$ cat src/rtl/enc_link_arbiter.sv
// -----------------------------------------------------------------------------
// enc_link_arbiter
//   Round-robin arbiter feeding an 8:3 encoded link. One requester is picked
//   in IDLE, its index is offered to the link until accepted (OFFER), and the
//   grant is then held for the transfer (HOLD) until the owner finishes or
//   withdraws its request. Every output is registered.
//
// Optional feature (macro ENC_ARB_TIMEOUT_EN):
//   When defined, an 8-bit counter limits HOLD to TIMEOUT_CYCLES cycles. On
//   expiry the grant is forcibly released and timeout_o pulses for one
//   cycle. When undefined, the counter is absent, timeout_o is tied low and
//   HOLD lasts until a natural release.
//
// Parameters:
//   TIMEOUT_CYCLES  HOLD-state cycle limit before forced release (2..255)
//
// Ports:
//   clk_i         sole clock, rising edge
//   rst_i         synchronous, active-high reset
//   req_i[7:0]    request lines, bit i = requester i
//   link_ready_i  link accepts the offered index this cycle
//   done_i        granted requester finishes its transfer
//   gnt_o[7:0]    one-hot grant, zero when there is no owner
//   out_index_o   binary index of the granted requester
//   out_valid_o   out_index_o is being offered to the link
//   busy_o        state is not IDLE
//   timeout_o     one-cycle pulse on forced release
// -----------------------------------------------------------------------------
module enc_link_arbiter #(
  parameter int unsigned TIMEOUT_CYCLES = 16
) (
  input  logic       clk_i,
  input  logic       rst_i,
  input  logic [7:0] req_i,
  input  logic       link_ready_i,
  input  logic       done_i,
  output logic [7:0] gnt_o,
  output logic [2:0] out_index_o,
  output logic       out_valid_o,
  output logic       busy_o,
  output logic       timeout_o
);

  typedef enum logic [1:0] {
    IDLE  = 2'd0,
    OFFER = 2'd1,
    HOLD  = 2'd2
  } state_e;

  state_e     state_q;
  logic [7:0] gnt_q;
  logic [2:0] idx_q;
  logic [2:0] last_ptr_q;
  logic       valid_q;
  logic       busy_q;

`ifdef ENC_ARB_TIMEOUT_EN
  localparam logic [7:0] CNT_LAST = 8'(TIMEOUT_CYCLES - 1);
  logic [7:0] cnt_q;
  logic       timeout_q;
`endif

  // Round-robin search: first set request bit scanning upward from
  // last_ptr+1, wrapping 7 -> 0. The 3-bit add gives the wrap for free.
  logic [2:0] pick_idx_d;
  logic       pick_vld_d;

  // NOTE: every variable driven in always_comb gets a default first so no
  // path leaves it unassigned, which would infer a latch.
  always_comb begin
    pick_idx_d = '0;
    pick_vld_d = 1'b0;
    for (int k = 0; k < 8; k++) begin
      if (!pick_vld_d && req_i[last_ptr_q + 3'(k + 1)]) begin
        pick_idx_d = last_ptr_q + 3'(k + 1);
        pick_vld_d = 1'b1;
      end
    end
  end

  // Whether the current owner still holds its request line.
  logic owner_req;
  assign owner_req = req_i[idx_q];

  // NOTE: sequential state uses non-blocking assignments only, so every
  // register samples the pre-edge values regardless of statement order.
  always_ff @(posedge clk_i) begin
    if (rst_i) begin
      state_q    <= IDLE;
      gnt_q      <= '0;
      idx_q      <= '0;
      valid_q    <= 1'b0;
      busy_q     <= 1'b0;
      last_ptr_q <= 3'd7;  // first search after reset starts at bit 0
`ifdef ENC_ARB_TIMEOUT_EN
      cnt_q      <= '0;
      timeout_q  <= 1'b0;
`endif
    end else begin
`ifdef ENC_ARB_TIMEOUT_EN
      timeout_q <= 1'b0;  // pulse is only raised on the forced-release edge
`endif
      case (state_q)
        IDLE: begin
          if (pick_vld_d) begin
            state_q <= OFFER;
            gnt_q   <= 8'b1 << pick_idx_d;
            idx_q   <= pick_idx_d;
            valid_q <= 1'b1;
            busy_q  <= 1'b1;
          end
        end

        OFFER: begin
          // Withdrawal wins over acceptance; last_ptr is left alone so the
          // same requester may win again.
          if (!owner_req) begin
            state_q <= IDLE;
            gnt_q   <= '0;
            valid_q <= 1'b0;
            busy_q  <= 1'b0;
          end else if (link_ready_i) begin
            state_q <= HOLD;
            valid_q <= 1'b0;
`ifdef ENC_ARB_TIMEOUT_EN
            cnt_q   <= '0;
`endif
          end
        end

        HOLD: begin
          if (done_i || !owner_req) begin
            state_q    <= IDLE;
            gnt_q      <= '0;
            busy_q     <= 1'b0;
            last_ptr_q <= idx_q;
`ifdef ENC_ARB_TIMEOUT_EN
          end else if (cnt_q == CNT_LAST) begin
            state_q    <= IDLE;
            gnt_q      <= '0;
            busy_q     <= 1'b0;
            last_ptr_q <= idx_q;
            timeout_q  <= 1'b1;
          end else begin
            cnt_q <= cnt_q + 8'd1;
`endif
          end
        end

        default: begin
          state_q <= IDLE;
          gnt_q   <= '0;
          valid_q <= 1'b0;
          busy_q  <= 1'b0;
        end
      endcase
    end
  end

  assign gnt_o       = gnt_q;
  assign out_index_o = idx_q;
  assign out_valid_o = valid_q;
  assign busy_o      = busy_q;
`ifdef ENC_ARB_TIMEOUT_EN
  assign timeout_o   = timeout_q;
`else
  assign timeout_o   = 1'b0;
`endif

endmodule

$ cat config.mk
export PLATFORM = sky130hd
export DESIGN_NAME = enc_link_arbiter
export DESIGN_NICKNAME = d
export VERILOG_FILES = /design/src/rtl/enc_link_arbiter.sv
export SDC_FILE = /design/constraint.sdc
export NUM_CORES = 1
export LEC_CHECK = 0
export CAP_MARGIN = 20
export CORE_UTILIZATION = 50
export DETAILED_ROUTE_END_ITERATION = 12
export PLACE_DENSITY = 0.75
export SLEW_MARGIN = 20
export SYNTH_ARGS = -nofsm -noshare
export SYNTH_HDL_FRONTEND = slang
export SYNTH_SLANG_ARGS = --single-unit
$ cat constraint.sdc
create_clock -name clk_i -period 4.9 [get_ports clk_i]
set_input_delay 0.735 -clock clk_i [delete_from_list [all_inputs] [get_ports clk_i]]
set_output_delay 0.735 -clock clk_i [all_outputs]
set_load 0.05 [all_outputs]
# [Word level (Yosys, flattened, before mapping)]
# Index checks and enable logic that the tools add are counted.
# Widths: inputs -> output; s select.
[totals] regBits=18 inputBits=12 out_inout_bits=14 word_cells=102
[op_classes] n_addsub=7 order_cmp=9 n_eq_ne=6 n_shift=1 mux=50 bitwise=1 n_reduce_logical=22
[op_table] op="$lt 3x4->1 const B" count=9
[op_table] op="$bmux 1 s3" count=9
[op_table] op="$mux 3" count=8
[op_table] op="$mux 8" count=3
[op_table] op="$pmux 8 s3" count=1
[op_table] op="$mux 1" count=22
[op_table] op="$add 3x3->3 const B" count=4
[op_table] op="$reduce_and 3->1" count=3
[op_table] op="$logic_not 1->1" count=8
[op_table] op="$mux 2" count=4
[op_table] op="$shl 1x3->8 const A" count=1
[op_table] op="$logic_and 1x1->1" count=7
[op_table] op="$add 3x2->3 const B" count=2
[op_table] op="$ne 2x2->1 const B" count=3
[op_table] op="$pmux 1 s3" count=2
[op_table] op="$pmux 2 s3" count=1
[op_table] op="$reduce_and 2->1" count=2
[op_table] op="$add 3x1->3 const B" count=1
[op_table] op="$ne 3x3->1 const B" count=1
[op_table] op="$eq 2x1->1 const B" count=1
[op_table] op="$eq 2x2->1 const B" count=1
[op_table] op="$logic_not 2->1" count=1
[op_table] op="$logic_or 1x1->1" count=1
[op_table] op="$not 1->1" count=1

# [Logic depth before layout (Yosys ltp)]
[logic_depth] word_depth=28 ltp_mapped=13 mapped_depth_nobuf=10

# [Least setup slack after synthesis]
# OpenSTA, ideal clock, no wires.
[synth_timing] path_type="register to register" from="reg last_ptr_q[0]" to="reg gnt_q[0], in the netlist gnt_o[0]" setup_ps=117 arrival_time_ps=3713 t_required_ps=4783 setup_slack_ps=1071 stages_incl_launch_ff=14 path_buffers=4 period_less_slack_ps=3829 cell_sequence="dfxtp_1 buf_4 buf_4 clkinv_1 ha_1 buf_2 a211oi_1 a221oi_1 or4b_4 buf_6 or4_1 nand3_1 and3b_1 a22o_1"
[synth_via] elab_chain_cells=28 word_cells_on_any_way=58 classes_between="7 x add/sub; 1 x eq/ne; 1 x shift; 34 x mux; 15 x reduce/logical"
[synth_lines] element="from (decl)" line="53" rtl="logic [2:0] last_ptr_q;"
[synth_lines] element="from (signal assigned)" line="136" rtl="last_ptr_q <= idx_q;"
[synth_lines] element="$add 3x1->3" line="74, 75"
[synth_lines] element="$bmux 1 s3" line="74" rtl="if (!pick_vld_d && req_i[last_ptr_q + 3'(k + 1)]) begin"
[synth_lines] element="$mux 1 (not written as such)" line="74"
[synth_lines] element="$mux 1" line="74"
[synth_lines] element="$logic_not 1->1" line="74"
[synth_lines] element="$logic_and 1x1->1" line="74"
[synth_lines] element="$mux 1" line="74"
[synth_lines] element="$logic_not 1->1" line="74"
[synth_lines] element="[... 12 more ...]"
[synth_lines] element="$logic_and 1x1->1" line="74"
[synth_lines] element="$mux 1" line="74"
[synth_lines] element="$logic_not 1->1" line="74"
[synth_lines] element="$logic_and 1x1->1" line="74"
[synth_lines] element="$mux 3" line="74"
[synth_lines] element="$shl 1x3->8" line="107" rtl="gnt_q <= 8'b1 << pick_idx_d;"
[synth_lines] element="$mux 8" line="105" rtl="if (pick_vld_d) begin"
[synth_lines] element="$pmux 8 s3" line="103" rtl="case (state_q)"
[synth_lines] element="to (signal assigned)" line="107"
[synth_lines] element="to (decl)" line="51" rtl="logic [7:0] gnt_q;"
# Parallel ways exist; a longest one is shown, timed or not. The select of a mux whose other input is x is not followed.
# A chain may end at the register's enable or synchronous reset.

# [Worst setup path in the final report]
[layout_timing] from="reg last_ptr_q[1]" to="reg gnt_q[0], in the netlist gnt_o[0]"
# The elaborated chain is that of the path after synthesis.

==> metrics.yaml <==
globalRoute.totalOverflow: 0
p_per_area_nw_per_um2: 231.1
cts_resized: 0
crit_path_end_kind: "register"
grt_pass1_wl_microns: 6879
antenna_left: 0
rsz0062_at_grt: "false"
max_slew_margin_pct: 58.28
synth-seq-area-share_pct: 20.82
coreArea_sq_um: 3178
p_leak_uw: 0.0007679
grt_pass1_vias: 1492
clkSinkCount: 18
ir_drop_mv: 0.1870
grt_antenna_before_repair: 0
hpwl_microns: 3162
syn-num-nets: 200
grt_max_degree: 20
synth_top_family_by_area: "multiplexers"
cts_buffers: 3
postCtsHoldBufs: 0
synth_xor_area_share_pct: 2.025
r2r-start: "last_ptr_q[1]"
fin_crit_sh_pct: 82.38
yosys.area_share.simple_pct: 15.26
clk_pin_slew_worst_paths_ns: 0.11
insertion_delay_ns: 0.30
via_per_inst: 6.242
hold_depth: 1
die_w_microns: 60.83
min_from: "gnt_o[7]"
port_buffers: 24
io_pins: 26
avgSynthCellArea_sq_um: 9.303
vias: 1573
drtIter0Drc: 79
ys_warn_count: 0
worst_pin_slew_ns: 0.6221
post_cts_buffers: 0
min_period_ns: 4.037
grt_usage_pct: 24.96
ys_seq_elements: 18
syn_area_sq_um: 1730
final_core_util_pct: 64.17
root_buffer: "clkbuf_4"
status: "finished, final reports clean"
r2r_cells: 11
firstDrtPassIters: 4
path_class: "reg2reg"
die_y_microns: 60.83
reg2reg_to: "gnt_o[0]"
drt-total-wl_microns: 4076
initial_utilization_pct: 54.45
setup_viol: 0
hold_violations: 0
synthDistinctLibCells: 54
diodes: 0
fmax_ghz: 0.2477
critPathLaunchType: "register"
cts_tree: "done"
required_ns: 5.10
cts-htree-levels: 1
nets: 223
synth_fa_ha_area_share_pct: 1.446
std_cell_rows: 20
areaGrowthSynthToFinish_pct: 17.86
slew_violations: 0
wl_per_cell_microns: 16.17
cp.arrival_ns: 4.24
cap_violations: 0
synth-async-reset-ratio_pct: 0
die_area_sq_um: 3700
post-route-drc-count: 0
hold_path.class: "reg2reg"
clock_skew_ns: 0.01001
synth_compound_area_share_pct: 22.63
gp_congestion: 0.9667
crit_fanout: 15
synth_edf_count: 0
synth.area.mux_share_pct: 31.31
synth_cells: 186
drive_gt1_share_pct: 17.31
reg2reg_slack_ns: 0.86
worstHoldEndpoint: "gnt_o[7]"
ctsLongestPathBuffers: 2
setup_tns_ns: 0
synthFlopType: "dfxtp_1"
[cells in the final DEF (no fill, tap or decap), drive strengths merged, types with 3 or more instances in the layout]
cell type / instances
a21oi: 12
clkbuf: 4
o21ai: 8
o21a: 4
nand2: 12
nor3: 6
mux2i: 14
buf: 6
clkdlybuf4s50: 24
nand3b: 3
inv: 10
nor2: 17
nor2b: 3
mux2: 5
mux4: 15
dfxtp: 18
o2bb2ai: 6
[cell families (layout without fill, tap and decap cells)]
family	after synthesis	in the layout
flops	18	18
buf+inv	23	45
simple gates	52	52
other cells	1	1
xor+xnor	4	4
compound gates	52	52
mux	34	34
fa+ha+maj	2	2
[critical path, cell delays in order, from the launching register on]
cell and delay, ns:
dfxtp_1 0.32, buf_4 0.22, inv_1 0.10, ha_1 0.62, nor2b_1 0.10, a211oi_1 0.56
a221oi_1 0.29, or4b_4 0.66, or4_1 0.49, nand3_1 0.19, and3b_1 0.21, a22o_1 0.19
[cells in the mapped netlist, types with 2 or more instances]
library cell | instances | area share, %
xor2_1 | 2 | 1.0
xnor2_1 | 2 | 1.0
nand3_1 | 2 | 0.58
ha_1 | 2 | 1.4
o21a_1 | 4 | 1.7
mux4_1 | 2 | 3.0
nor2b_1 | 3 | 1.1
nand2_1 | 12 | 2.6
mux2i_1 | 14 | 8.1
a31oi_1 | 2 | 0.72
dfxtp_1 | 18 | 21
nor2_1 | 17 | 3.7
nand3b_1 | 3 | 1.3
mux4_2 | 13 | 17
o22ai_1 | 2 | 0.72
o21ai_0 | 7 | 2.0
or2_2 | 2 | 0.72
buf_2 | 3 | 0.87
nor3_1 | 6 | 1.7
clkbuf_1 | 4 | 0.87
a22o_1 | 2 | 1.0
a21oi_1 | 11 | 3.2
o2bb2ai_1 | 6 | 3.0
a211oi_1 | 2 | 0.87
inv_1 | 10 | 2.2
mux2_2 | 5 | 3.3
buf_4 | 3 | 1.3
[layer usage]
metal | track usage [%] | routed length, microns
met2 | 41.29 | 1980
met3 | 4.478 | 269
met1 | 34.18 | 1809
met5 | 0 | 0
met4 | 5.519 | 16
[through the flow]
stage               setup WS (ns)  total power (uW)  instances  area, sq um  hold slack (ns)
floorplan                   1.071             322.7        186         1730           0.5743
global placement           0.8502             378.5        248         2003           0.4464
detailed placement         0.7377             382.0        248         2003           0.4492
CTS                        0.8871             472.1        252         2039           0.4752
global route               0.6019             497.3        252         2039           0.4987
finish                     0.8635             471.3        252         2039           0.4711
[flip-flops by register name, indices dropped and copies added, names as in the netlist]
signal	flops
gnt_o	8
state_q	2
out_index_o	3
last_ptr_q	3
out_valid_o	1
busy_o	1
[power breakdown]
part	internal (uW)	total, uW	switching (uW)
registers	158	168	10.7
logic	90.0	212	122
clock network	45.3	91.1	45.8
total	293	471	178
[layout make-up]
type / instances / area (sq um)
Multi-Input combinational cell: 145 / 1261
Fill cell: 270 / 1139
Sequential cell: 18 / 360.3
Timing Repair Buffer: 30 / 285.3
Tap cell: 44 / 55.05
Inverter: 11 / 41.29
Clock buffer: 4 / 36.28
[worst max-delay path by stage]
stage             startpoint       end  slack, ns  cells past startpoint
2_1_floorplan  last_ptr_q[0]  gnt_o[0]       1.07                     13
3_3_place_gp        req_i[1]  gnt_o[1]       0.85                      9
3_5_place_dp        req_i[1]  gnt_o[0]       0.74                      9
4_1_cts        last_ptr_q[1]  gnt_o[0]       0.89                     11
5_1_grt        last_ptr_q[1]  gnt_o[6]       0.60                     11
6_report       last_ptr_q[1]  gnt_o[0]       0.86                     11
(Power assumes the default switching activity.)
==> variant 1: new RTL, same flow settings <==
Re-encode `state_e` (3 states) as one-hot, 3 bits wide.
--- a/src/rtl/enc_link_arbiter.sv
+++ b/src/rtl/enc_link_arbiter.sv
@@ -41,10 +41,10 @@
   output logic       timeout_o
 );
 
-  typedef enum logic [1:0] {
-    IDLE  = 2'd0,
-    OFFER = 2'd1,
-    HOLD  = 2'd2
+  typedef enum logic [2:0] {
+    IDLE  = 3'b001,
+    OFFER = 3'b010,
+    HOLD  = 3'b100
   } state_e;
 
   state_e     state_q;
Behaviour: no difference found for any inputs over 10 cycles, from zero or initial values and one cycle with rst_i high; not proved beyond that.
==> variant 1 against the unedited design <==
- power down 10%
- cell count decreased by 5.6%
- final area fell by 0.86%
- wire length up 0.22%
- critical path depth fell by 2
- worst setup slack improved by 0.017 ns
- maximum frequency grew 0.41%
- sequential share of layout area rose by 1.1 points
- synthesized area grew 0.72%
- sequential cell count up 1
==> variant 1: results (changes against the unedited design) <==
| Metric | Value |
|---|---|
| Post-synth ARST share | `0% (unchanged)` |
| CTS Buffer Depth | `2 (unchanged)` |
| Share of layout cells above drive strength 1 | `20.83% (+3.5 points)` |
| GR Util All Layers | `24.94% (about the same)` |
| Setup Buffers After CTS | `0 (unchanged)` |
| Min-delay worst type | `reg2reg` |
| Worst-Margin Slew | `0.6514 ns (+0.02933 ns)` |
| Root Driver | `clkbuf_4` |
| Register area share after synthesis | `21.82% (+1.0 points)` |
| Post-synth top cells | `dfxtp_1, mux4_2, nor2_1` |
| Final net count | `207 (-7.2%)` |
| Syn_nets | `184 (-8.0%)` |
| Cell variety after synth | `62 (+15%)` |
| Vias in the first global route | `1426 (-4.4%)` |
| Vias per inst | `6.361 (+1.9%)` |
| Worst-skew pair later-pin latency | `0.30 ns (about the same)` |
| Global-route wire length before repair | `6927 um (+0.70%)` |
| Initial antenna violation count | `0 (unchanged)` |
| Slowest stage cell, crit path | `dfxtp_1` |
| Synth area leaders | `dfxtp_1, mux4_2, mux4_1` |
| Initial DRC count | `117 (+48%)` |
| CTS H-tree depth | `1 (unchanged)` |
| Crit-path max FO | `12 (-3)` |
| GP Congestion | `0.9548 (-1.2%)` |
| Worst path max stage delay | `0.67 ns` |
| Peak VDD IR | `0.2027 mV (+8.4%)` |
| Synth warn | `0 (unchanged)` |
| Post-Route Skew | `0.001747 ns (-0.008265 ns)` |
| Post-CTS Resized | `0 (unchanged)` |
| Outcome | `completed` |
| Drt wl/cell | `17.16 um (+6.1%)` |
| Largest register FFs | `8 (unchanged)` |
| Hold Crit Depth | `2 (+1)` |
| Area after DPL | `1994 um^2 (-0.44%)` |
| ANT cells | `0 (unchanged)` |
| Clock-pin slew on the worst setup and hold paths | `0.11 ns (about the same)` |
| Largest net degree at the start of global routing | `16 (-20%)` |
| Drt pass-1 iters | `4 (unchanged)` |
| CTS buffer count | `3 (unchanged)` |
| Port buffer count | `24 (unchanged)` |
| Reg2reg path depth | `9 (-2)` |
| Post-DP HPWL | `3090 um (-2.3%)` |
| Leak pwr | `0.7432 nW (-3.2%)` |
| Worst path arrival time | `4.23 ns (about the same)` |
variant 1: changes by cell type after synthesis, sizes merged, moves of 3 or more:
cell | unedited run | this run
nand2 | 12 | 8
nand2b | 1 | 9
nor2 | 17 | 12
mux2i | 14 | 8
clkbuf | 4 | 1
o2bb2ai | 6 | 0
a32o | 1 | 9
inv | 10 | 6
a21oi | 12 | 7
o21a | 4 | 1
variant 1: per-layer routing:
metal	routed length [um]	part of all wire, %	GRT usage (%)
met1	1926	47	36.22
met2	1942	48	38.51
met3	118	2.9	2.311
met4	97	2.4	9.740
met5	0	0	0
variant 1: cell families after synthesis:
logic type,share of synthesized area (%)
and+or+nand+nor,18.74
xor gates and xnor gates,1.508
AOI/OAI and AO/OA,21.97
other,0.2152
buffers and inverters,4.593
adders and majority gates,1.436
muxes,29.72
DFF,21.82
variant 1: through the flow:
step | hold WS, ns | power, W | std cells | util (%) | worst slack [ns]
4_1_cts | 0.4840 | 0.0004228 | 238 | 60.59 | 0.8795
2_1_floorplan | 0.5738 | 0.0002957 | 170 | - | 1.726
5_1_grt | 0.5044 | 0.0004445 | 238 | 60.59 | 0.6208
3_3_place_gp | 0.4512 | 0.0003395 | 234 | 59.77 | 1.037
3_5_place_dp | 0.4581 | 0.0003436 | 234 | 59.77 | 0.8861
6_report | 0.4791 | 0.0004236 | 238 | 60.59 | 0.8802
variant 1: path summary, 6_finish.rpt:
path	from	endpoint	slack (ns)
worst max-delay path	last_ptr_q[0]	gnt_o[0]	0.88
worst min-delay path	busy_o	busy_o	0.48
worst max register to register	last_ptr_q[0]	gnt_o[0]	0.88
worst min register to register	busy_o	busy_o	0.48
variant 1: where the power goes:
part	switching [W]	internal, W	leakage, nW	total, W
Clock	0.0000508	0.0000305	0.0177	0.0000813
Combinational	0.0000953	0.0000712	0.570	0.000167
Sequential	0.0000103	0.000165	0.155	0.000176
variant 1: layout make-up:
type | instances | area, um^2
Clock buffer | 3 | 22.52
Timing Repair Buffer | 25 | 247.7
Multi-Input combinational cell | 137 | 1282
Inverter | 7 | 26.28
Clock inverter | 1 | 5.005
Sequential cell | 19 | 380.4
Fill cell | 292 | 1315
Tap cell | 46 | 57.56
variant 1: worst max-delay path: cells and delay by family (launching register included):
family                     cells  cell delay (ns)
AOI/OAI and AO/OA              3             1.02
DFF                            1             0.67
adders and majority gates      1             0.65
muxes                          2             0.89
buffers and inverters          1             0.37
and+or+nand+nor                2             0.32
==> variant 2: new RTL, same settings <==
Made on the original files. Build with the macro `ENC_ARB_TIMEOUT_EN` defined.
--- a/src/rtl/enc_link_arbiter.sv
+++ b/src/rtl/enc_link_arbiter.sv
@@ -26,6 +26,8 @@
 //   busy_o        state is not IDLE
 //   timeout_o     one-cycle pulse on forced release
 // -----------------------------------------------------------------------------
+`define ENC_ARB_TIMEOUT_EN
+
 module enc_link_arbiter #(
   parameter int unsigned TIMEOUT_CYCLES = 16
 ) (
Formal check against the unedited RTL: no difference found for any inputs over 10 cycles, from zero or initial values and one cycle with rst_i high; that may be too few to reach the edited logic, so the function may still have changed.
==> variant 2 against the unedited design <==
- synthesized area is 21% higher
- wire length rose by 19%
- worst setup slack gained 0.11 ns
- non-clock buffer count shrank 3
- final area up 19%
- sequential cell count grew 9
- count of clock-buffer cells in the layout unchanged
- critical endpoint is now gnt_o[5]
Power is not compared: it rests on default switching activity, and its combinational part moved more than twofold at a synthesized area within 25%.
==> variant 2: results (changes against the unedited design) <==
| Metric | Value |
|---|---|
| Outcome | `completed` |
| Worst reg-to-reg setup slack | `0.98 ns (+0.11 ns)` |
| Cell variety after synth | `57 (+5.6%)` |
| Met2 GRT Util | `37.88% (-3.4 points)` |
| Post-DP HPWL | `3629 um (+15%)` |
| Hold Crit Depth | `2 (+1)` |
| Met1 Use GR | `31.24% (-2.9 points)` |
| Initial DRC count | `114 (+44%)` |
| Global-route wire length before repair | `7941 um (+15%)` |
| Drt wl/cell | `16.17 um (about the same)` |
| Clock-pin slew on the worst setup and hold paths | `0.09 ns (-0.02 ns)` |
| Register area share after synthesis | `25.76% (+4.9 points)` |
| Vias in the first global route | `1728 (+16%)` |
| Port buffer count | `25 (+4.2%)` |
| GP Congestion | `0.9181 (-5.0%)` |
| Via count | `1896 (+21%)` |
| Worst path arrival time | `4.13 ns (-0.11 ns)` |
| Syn_nets | `240 (+20%)` |
| Root Driver | `clkbuf_8` |
| Post-Route Skew | `0.004695 ns (-0.005317 ns)` |
| Final net count | `265 (+19%)` |
| Crit-path max FO | `14 (-1)` |
| Filler cell count | `358 (+33%)` |
| Met3 GRT Util | `4.966% (+0.49 points)` |
| Area after DPL | `2384 um^2 (+19%)` |
| RR Endpoint | `gnt_o[5]` |
| Hold path endpoint | `busy_o` |
-- variant 2: changes by cell type after synthesis, moves of 4 or more --
| cell | change |
|---|---|
| dfxtp_1 | +9 |
| nor2_1 | +9 |
| nand2_1 | +8 |
| nand3_1 | +8 |
| o2bb2ai_1 | -6 |
| mux2_2 | +4 |
| nand2b_1 | +4 |
-- variant 2: critical path, stage by stage, from the launching register on --
cell,delay [ns]
dfxtp_1,0.31
buf_4,0.20
clkinv_1,0.25
ha_1,0.73
mux4_2,0.63
mux2_2,0.35
mux2_2,0.24
o22ai_1,0.07
a22o_1,0.20
nor4_1,0.58
a32o_1,0.28
-- variant 2: report_power, final --
part | leakage (nW) | switching, W | internal (W)
Combinational | 0.643 | 0.000279 | 0.000184
Sequential | 0.220 | 0.0000254 | 0.000245
Clock | 0.0228 | 0.0000667 | 0.0000582
-- variant 2: area by class of cell --
class / count / area share, %
well taps: 50 / 2.576
inverters: 8 / 1.236
repair buffers: 27 / 10.92
clock buffers: 4 / 1.855
multi-input cells: 183 / 61.15
flip-flops and latches: 27 / 22.26
-- variant 2: stage by stage --
| step | setup WS, ns | instances | hold WS [ns] | power (W) | util [%] |
|---|---|---|---|---|---|
| 2_1_floorplan | 1.810 | 225 | 0.4492 | 0.0006166 | - |
| 3_3_place_gp | 1.045 | 295 | 0.4327 | 0.0007279 | 59.16 |
| 3_5_place_dp | 1.005 | 295 | 0.4415 | 0.0007315 | 59.16 |
| 4_1_cts | 0.9812 | 299 | 0.4529 | 0.0008572 | 60.28 |
| 5_1_grt | 0.5613 | 299 | 0.4667 | 0.0009058 | 60.28 |
| 6_report | 0.9763 | 299 | 0.4501 | 0.0008582 | 60.28 |
-- variant 2: worst max-delay path by stage --
stage | cells past startpoint | startpoint | to | slack, ns
after floorplan | 11 | last_ptr_q[0] | gnt_o[0] | 1.81
after global placement | 10 | last_ptr_q[1] | gnt_o[2] | 1.04
after detailed placement | 10 | last_ptr_q[1] | gnt_o[6] | 1.00
after CTS | 10 | last_ptr_q[1] | gnt_o[6] | 0.98
after global routing | 10 | last_ptr_q[1] | gnt_o[7] | 0.56
final | 10 | last_ptr_q[1] | gnt_o[5] | 0.98
-- variant 2: logic make-up (layout without fill, tap and decap cells) --
group / Yosys count / count (layout) / share of synthesized area, %
DFF: 27 / 27 / 25.76
and+or+nand+nor: 88 / 88 / 21.11
xor gates and xnor gates: 8 / 8 / 3.339
AOI/OAI and AO/OA: 48 / 48 / 17.65
buffers and inverters: 15 / 39 / 3.458
muxes: 36 / 36 / 26.89
adders and majority gates: 3 / 3 / 1.789
-- variant 2: layer usage --
layer  wire length (um)  vias to the layer above
li1                   -                      906
met1               2128                      901
met2               2297                       81
met3                362                        8
met4                 46                        0
met5                  0                        -
